===== src/rtl/int_to_fp_conv_pkg.sv =====
// Shared fp word constants, field helpers and converter state type.
// Also intended for the fp magnitude comparator and any fp adder.
package int_to_fp_conv_pkg;

  localparam int EXP_W  = 4;
  localparam int FRAC_W = 8;
  localparam int IN_W   = 2 ** EXP_W;
  localparam int MAG_W  = IN_W - 1;
  localparam int FP_W   = 1 + EXP_W + FRAC_W;

  localparam logic [FP_W-1:0] FP_ZERO   = '0;
  localparam logic [FP_W-1:0] FP_MAXMAG = {1'b1, {EXP_W{1'b1}}, {FRAC_W{1'b1}}};

  typedef enum logic [1:0] {
    IDLE = 2'd0,
    NORM = 2'd1,
    DONE = 2'd2
  } conv_state_t;

  function automatic logic fp_sign(input logic [FP_W-1:0] v);
    return v[FP_W-1];
  endfunction

  function automatic logic [EXP_W-1:0] fp_exp(input logic [FP_W-1:0] v);
    return v[FRAC_W +: EXP_W];
  endfunction

  function automatic logic [FRAC_W-1:0] fp_frac(input logic [FP_W-1:0] v);
    return v[FRAC_W-1:0];
  endfunction

  // Low bits of the negation equal the negation of the low bits, so -32768 yields 0 here.
  function automatic logic [MAG_W-1:0] abs_mag(input logic [IN_W-1:0] v);
    return v[IN_W-1] ? (~v[MAG_W-1:0] + 1'b1) : v[MAG_W-1:0];
  endfunction

endpackage


===== src/rtl/int_to_fp_conv_if.sv =====
// Start/ready/done handshake and result bus of the integer-to-fp converter.
interface int_to_fp_conv_if;
  import int_to_fp_conv_pkg::*;

  logic            start;
  logic [IN_W-1:0] din;
  logic            ready;
  logic            done_tick;
  logic [FP_W-1:0] fp_out;
  logic            ovf;

  modport master (
    output start, din,
    input  ready, done_tick, fp_out, ovf
  );

  modport slave (
    input  start, din,
    output ready, done_tick, fp_out, ovf
  );

endinterface


===== src/rtl/int_to_fp_conv.sv =====
// Sequential 16-bit two's-complement to 13-bit fp converter, one normalize shift per clock.
module int_to_fp_conv
  import int_to_fp_conv_pkg::*;
(
  input logic               clk,
  input logic               reset,
  int_to_fp_conv_if.slave   bus
);

  conv_state_t       state;
  logic              s;
  logic [MAG_W-1:0]  m;
  logic [EXP_W-1:0]  e;
  logic [FP_W-1:0]   fp_reg;
  logic              ovf_reg;

  always_ff @(posedge clk or posedge reset) begin
    if (reset) begin
      state   <= IDLE;
      s       <= 1'b0;
      m       <= '0;
      e       <= '0;
      fp_reg  <= FP_ZERO;
      ovf_reg <= 1'b0;
    end else begin
      case (state)
        IDLE: begin
          if (bus.start) begin
            s <= bus.din[IN_W-1];
            m <= abs_mag(bus.din);
            e <= EXP_W'(MAG_W);
            if (bus.din == '0) begin
              fp_reg  <= FP_ZERO;
              ovf_reg <= 1'b0;
              state   <= DONE;
            end else if (bus.din == {1'b1, {MAG_W{1'b0}}}) begin
              // 2^15 has no representation; clamp to the largest negative magnitude
              fp_reg  <= FP_MAXMAG;
              ovf_reg <= 1'b1;
              state   <= DONE;
            end else begin
              state <= NORM;
            end
          end
        end
        NORM: begin
          // e==0 cannot occur for nonzero m; kept so the loop always terminates
          if (m[MAG_W-1] || e == '0) begin
            fp_reg  <= {s, e, m[MAG_W-1 -: FRAC_W]};
            ovf_reg <= 1'b0;
            state   <= DONE;
          end else begin
            m <= m << 1;
            e <= e - 1'b1;
          end
        end
        DONE:    state <= IDLE;
        default: state <= IDLE;
      endcase
    end
  end

  assign bus.ready     = (state == IDLE);
  assign bus.done_tick = (state == DONE);
  assign bus.fp_out    = fp_reg;
  assign bus.ovf       = ovf_reg;

endmodule

===== src/flat_wrapper.sv =====
// flat-port wrapper written by rule: the top's interface ports become plain ports
module int_to_fp_conv_flat import int_to_fp_conv_pkg::*;
  (clk, reset, bus_start, bus_din, bus_ready, bus_done_tick, bus_fp_out, bus_ovf);
  int_to_fp_conv_if bus_i ();
  input logic clk;
  input logic reset;
  input wire logic [$bits(bus_i.start)-1:0] bus_start;
  input wire logic [$bits(bus_i.din)-1:0] bus_din;
  output wire logic [$bits(bus_i.ready)-1:0] bus_ready;
  output wire logic [$bits(bus_i.done_tick)-1:0] bus_done_tick;
  output wire logic [$bits(bus_i.fp_out)-1:0] bus_fp_out;
  output wire logic [$bits(bus_i.ovf)-1:0] bus_ovf;
  assign bus_i.start = bus_start;
  assign bus_i.din = bus_din;
  assign bus_ready = bus_i.ready;
  assign bus_done_tick = bus_i.done_tick;
  assign bus_fp_out = bus_i.fp_out;
  assign bus_ovf = bus_i.ovf;
  int_to_fp_conv u_core (.clk(clk), .reset(reset), .bus(bus_i));
endmodule

===== config.mk =====
export PLATFORM = sky130hd
export DESIGN_NAME = int_to_fp_conv_flat
export DESIGN_NICKNAME = d
export VERILOG_FILES = /design/src/rtl/int_to_fp_conv_pkg.sv /design/src/rtl/int_to_fp_conv_if.sv /design/src/rtl/int_to_fp_conv.sv /design/src/flat_wrapper.sv
export SDC_FILE = /design/constraint.sdc
export NUM_CORES = 1
export LEC_CHECK = 0
export CORE_MARGIN = 2
export CORE_UTILIZATION = 40
export CTS_BUF_LIST = sky130_fd_sc_hd__clkbuf_4 sky130_fd_sc_hd__clkbuf_8
export CTS_CLUSTER_SIZE = 20
export DETAILED_ROUTE_END_ITERATION = 8
export GPL_TIMING_DRIVEN = 0
export SLEW_MARGIN = 20
export SYNTH_ARGS = -nofsm -noshare
export SYNTH_HDL_FRONTEND = slang
export SYNTH_SLANG_ARGS = --single-unit
export TNS_END_PERCENT = 20

===== constraint.sdc =====
create_clock -name clk -period 2 [get_ports clk]
set_input_delay 0.2 -clock clk [delete_from_list [all_inputs] [get_ports clk]]
set_output_delay 0.2 -clock clk [all_outputs]
set_load 0.05 [all_outputs]

==> results.md <==
| Step | Result | Value |
|:---|:---|:---|
| run status | Outcome | complete, no violations |
| grt | Antenna violations before repair | 0 |
| power and ir drop | Peak supply drop | 664 uV |
| critical path | Critical Path Fanout Max | 5 |
| critical path | Crit path DAT | 2.12 ns |
| floorplan | Area of the die | 5710 um2 |
| floorplan | Die span in x | 75.6 um |
| sta | Setup Skew | 0.00954 ns |
| synth | Syn avg cell area | 9.58 um2 |
| detailed routing | Antenna-violating nets left | 0 |
| clocking | CTS Hold Bufs | 0 |
| grt | Global-route wire length before repair | 7.85 mm |
| detailed routing | Drt initial violations | 86 |
| power and ir drop | Power per cell area | 1500 nW/um2 |
| detailed routing | Number of detailed-routing iterations run before antenna repair | 4 |
| clocking | Clock tree from TritonCTS | yes |
| cells and area | Layout net count | 283 |
| flow run | Max-capacitance violation count | 0 |
| detailed routing | Count of unresolved DRC violations after routing | 0 |
| power and ir drop | Leak Pwr | 1.15 nW |
| synth | Cell area after synthesis | 2050 um2 |
| sta | Worst-Margin Slew | 0.500 ns |
| synth | Number of enable-type register cells in the synthesized netlist | 0 |
| cells and area | Final design instance area without fill | 2720 um2 |
| sta | Fin crit share | 97.4% |
| floorplan | Cell Rows | 26 |
| synth | Cell variety after synth | 48 |
| critical path | Required time worst endpoint | 2.17 ns |
| critical path | Startpoint class of the critical path | primary input |
| cells and area | Diodes inserted | 0 |
| detailed routing | Wire length after detailed routing | 4.89 mm |
| clocking | Number of buffers between clock root and the deepest sink | 2 |
| clocking | TritonCTS buffer count | 5 |
| synth | Number of nets produced by synthesis | 235 |
| sta | Number of setup violations in the final report | 0 |
| detailed routing | Average routed wire per standard cell | 14.7 um |
| critical path | Number of cell instances on the worst register-to-register path | 8 |
| floorplan | I/O pin cnt | 35 |
| critical path | Cell with the largest stage delay on the worst path | or4_4 |
| detailed routing | Vias per cell | 5.14 |
| worst hold path | Hold Path Class | in -> async |
| cells and area | Reg with most FFs | u_core.m |
| clocking | CTS HTree Levels | 2 |
| placed design | Post-detail-place hpwl | 3.57 mm |
| placed design | Cell count after placement | 319 |
| synth | Top FF cell, synth | dfrtp_1 |
| detailed routing | Total via count in the routed design | 1711 |
| synth | Register bit total from synthesis | 36 |
| synth | Main area contributors after synthesis | dfrtp_1, a31oi_2, o21ai_0, nand2_1, nor2_1 |
| grt | Total global routing track utilization | 18.6% |
| synth | Most frequent cell after synthesis | dfrtp_1 |
| sta | Final number of max-transition violations | 0 |
| floorplan | Area of the core | 5010 um2 |
| cells and area | Share of layout cells above drive strength 1 | 19.4% |
| cells and area | Area delta synth->final | 32.5% |
| cells and area | Number of standard cells in the layout, taps in and fillers out | 333 |
| cells and area | Max FFs per register | 15 |
| synth | Library cell with the largest summed area after synthesis | dfrtp_1 |
| critical path | FF-to-FF End | u_core.bus.fp_out[12]$_DFFE_PP0P_ |
| cells and area | Utilization of the core after routing | 54.2% |
| grt | Maximum number of pins on one net before global-route repair | 24 |
| clocking | Master cell of the clock root buffer | clkbuf_8 |
| clocking | Count of clock tree sinks | 36 |
| floorplan | Die Ht | 75.6 um |
| critical path | Source of the worst register-to-register timing path | u_core.e[1]$_DFFE_PP0P_ |
| synth | Async set-reset flop share out of synthesis | 100% |
| placed design | Routability-driven placement congestion ratio | 0.838 |
| synth | YS warnings | 0 |
| clocking | CTS clock-pin slew for the worst setup and hold paths | 0.08 ns |
| grt | GRT Residual Overflow | 0 |
| sta | Worst slew slack as a fraction of its limit | 66.6% |
| critical path | Start-to-end type of the worst setup path | in -> reg |
| critical path | Critical path endpoint category | flip-flop |
| sta | Fin crit period | 1.95 ns |
| critical path | Max stage delay on crit path | 0.61 ns |
| critical path | Cells along the critical path | clkdlybuf4s50_1 > or4_4 > o41ai_4 > buf_6 > a31oi_2 |
| critical path | Worst-case register-to-register setup slack | 0.14 ns |
| synth | Top cells by instance count after synthesis | dfrtp_1, nand2_1, nor2_1 |
| clocking | Worst skew pair latency | 0.29 ns |
| sta | Final-report hold violation count | 0 |
| floorplan | Starting Density | 40.9% |
| placed design | Area of placed instances | 2510 um2 |
| grt | Number of global-route vias before repair | 1544 |
| sta | Peak Freq | 0.513 GHz |
| synth | Gate count of the mapped netlist | 214 |
| synth | Fraction of post-synthesis cell area in the top cell type by area | 44.0% |
| cells and area | Number of fill cells | 485 |
| placed design | Port Buffer Count | 34 |
| synth | Sequential element share of the synthesized area | 44.0% |
-- stage by stage --
| stage | setup TNS, ns | hold slack (ns) | power [mW] | setup WS (ns) |
|---|---|---|---|---|
| 6_report | 0 | 0.189 | 4.07 | 0.0521 |
| 5_1_grt | -0.0379 | 0.222 | 4.36 | -0.0161 |
| 4_1_cts | 0 | 0.196 | 4.02 | 0.0184 |
| 3_5_place_dp | -7.08 | 0.470 | 3.42 | -0.353 |
| 3_3_place_gp | -6.80 | 0.462 | 3.39 | -0.338 |
| 2_1_floorplan | 0 | 0.351 | 2.77 | 0.185 |
-- worst max-delay path by stage --
stage,from,end,slack [ns]
floorplan,u_core.state[0]$_DFFE_PP0P_,u_core.bus.fp_out[0]$_DFFE_PP0P_,0.19
global placement,bus_din[2],u_core.bus.fp_out[3]$_DFFE_PP0P_,-0.34
detailed placement,bus_din[2],u_core.bus.fp_out[3]$_DFFE_PP0P_,-0.35
CTS,bus_din[6],u_core.bus.fp_out[3]$_DFFE_PP0P_,0.02
global route,u_core.e[0]$_DFFE_PP0P_,u_core.m[3]$_DFFE_PP0P_,-0.02
finish,bus_din[7],u_core.bus.fp_out[6]$_DFFE_PP0P_,0.05
-- layout by cell type, fill, tap and decap left out, drive strengths merged, types with 2 or more instances in the layout --
| cell type | n |
|---|---|
| o21ai | 25 |
| xor2 | 7 |
| o41ai | 4 |
| a21o | 2 |
| dfrtp | 36 |
| nor2b | 2 |
| nand4 | 2 |
| nor2 | 26 |
| nand3 | 3 |
| nor3 | 2 |
| nor4 | 3 |
| a221o | 2 |
| clkdlybuf4s50 | 31 |
| inv | 6 |
| dlymetal6s2s | 3 |
| nand2b | 2 |
| clkinv | 3 |
| nand2 | 26 |
| clkbuf | 10 |
| or2 | 2 |
| or4 | 4 |
| a31oi | 14 |
| buf | 13 |
| xnor2 | 4 |
| ha | 2 |
| or3 | 6 |
| a21oi | 13 |
-- cell type report --
| type | count | area, um2 | area share, % |
|---|---|---|---|
| flip-flops and latches | 36 | 901 | 33.2 |
| repair buffers | 41 | 424 | 15.6 |
| plain buffers | 10 | 78.8 | 2.90 |
| multi-input cells | 161 | 1100 | 40.7 |
| clock buffers | 6 | 82.6 | 3.04 |
| inverters | 7 | 27.5 | 1.01 |
| well taps | 70 | 87.6 | 3.22 |
| clock inverters | 2 | 10.0 | 0.368 |
-- report_power, final --
part	internal [mW]	total [mW]	leakage [nW]	switching, mW
clock	0.275	0.541	0.0510	0.266
sequential	1.04	1.25	0.404	0.205
combinational	0.855	2.28	0.699	1.43
total	2.18	4.07	1.15	1.90
-- logic make-up after synthesis --
group,Yosys count,share of synthesized area [%]
flip-flops,36,44.0
adder cells (fa/ha/maj),2,1.22
AND/OR/NAND/NOR,82,21.2
XOR/XNOR,11,4.70
multiplexers,1,0.488
buffers and inverters,17,4.88
AO/OA/AOI/OAI,65,23.6
-- worst max-delay path: cells and delay by family --
kind / cells / cell delay [ns]
buffers and inverters: 2 / 0.74
AND/OR/NAND/NOR: 1 / 0.61
AO/OA/AOI/OAI: 2 / 0.57
-- what timing repair did --
item | in CTS | in global routing
resized for setup | 6 | 12
buffers inserted | 0 | 5
pin swaps | 1 | 3
gates cloned | 0 | 1
endpoints found under the setup margin | 25 | 29
hold endpoints to repair | 0 | 0
-- per-layer routing --
layer / part of all wire [%] / vias to the layer above / global-route usage, %
met5: 0 / - / 0
met4: 2.0 / 0 / 7.02
met3: 5.0 / 8 / 4.10
met2: 47 / 54 / 29.2
met1: 46 / 791 / 25.1
li1: - / 858 / -
No activity file was read; power rests on OpenSTA's default activity.
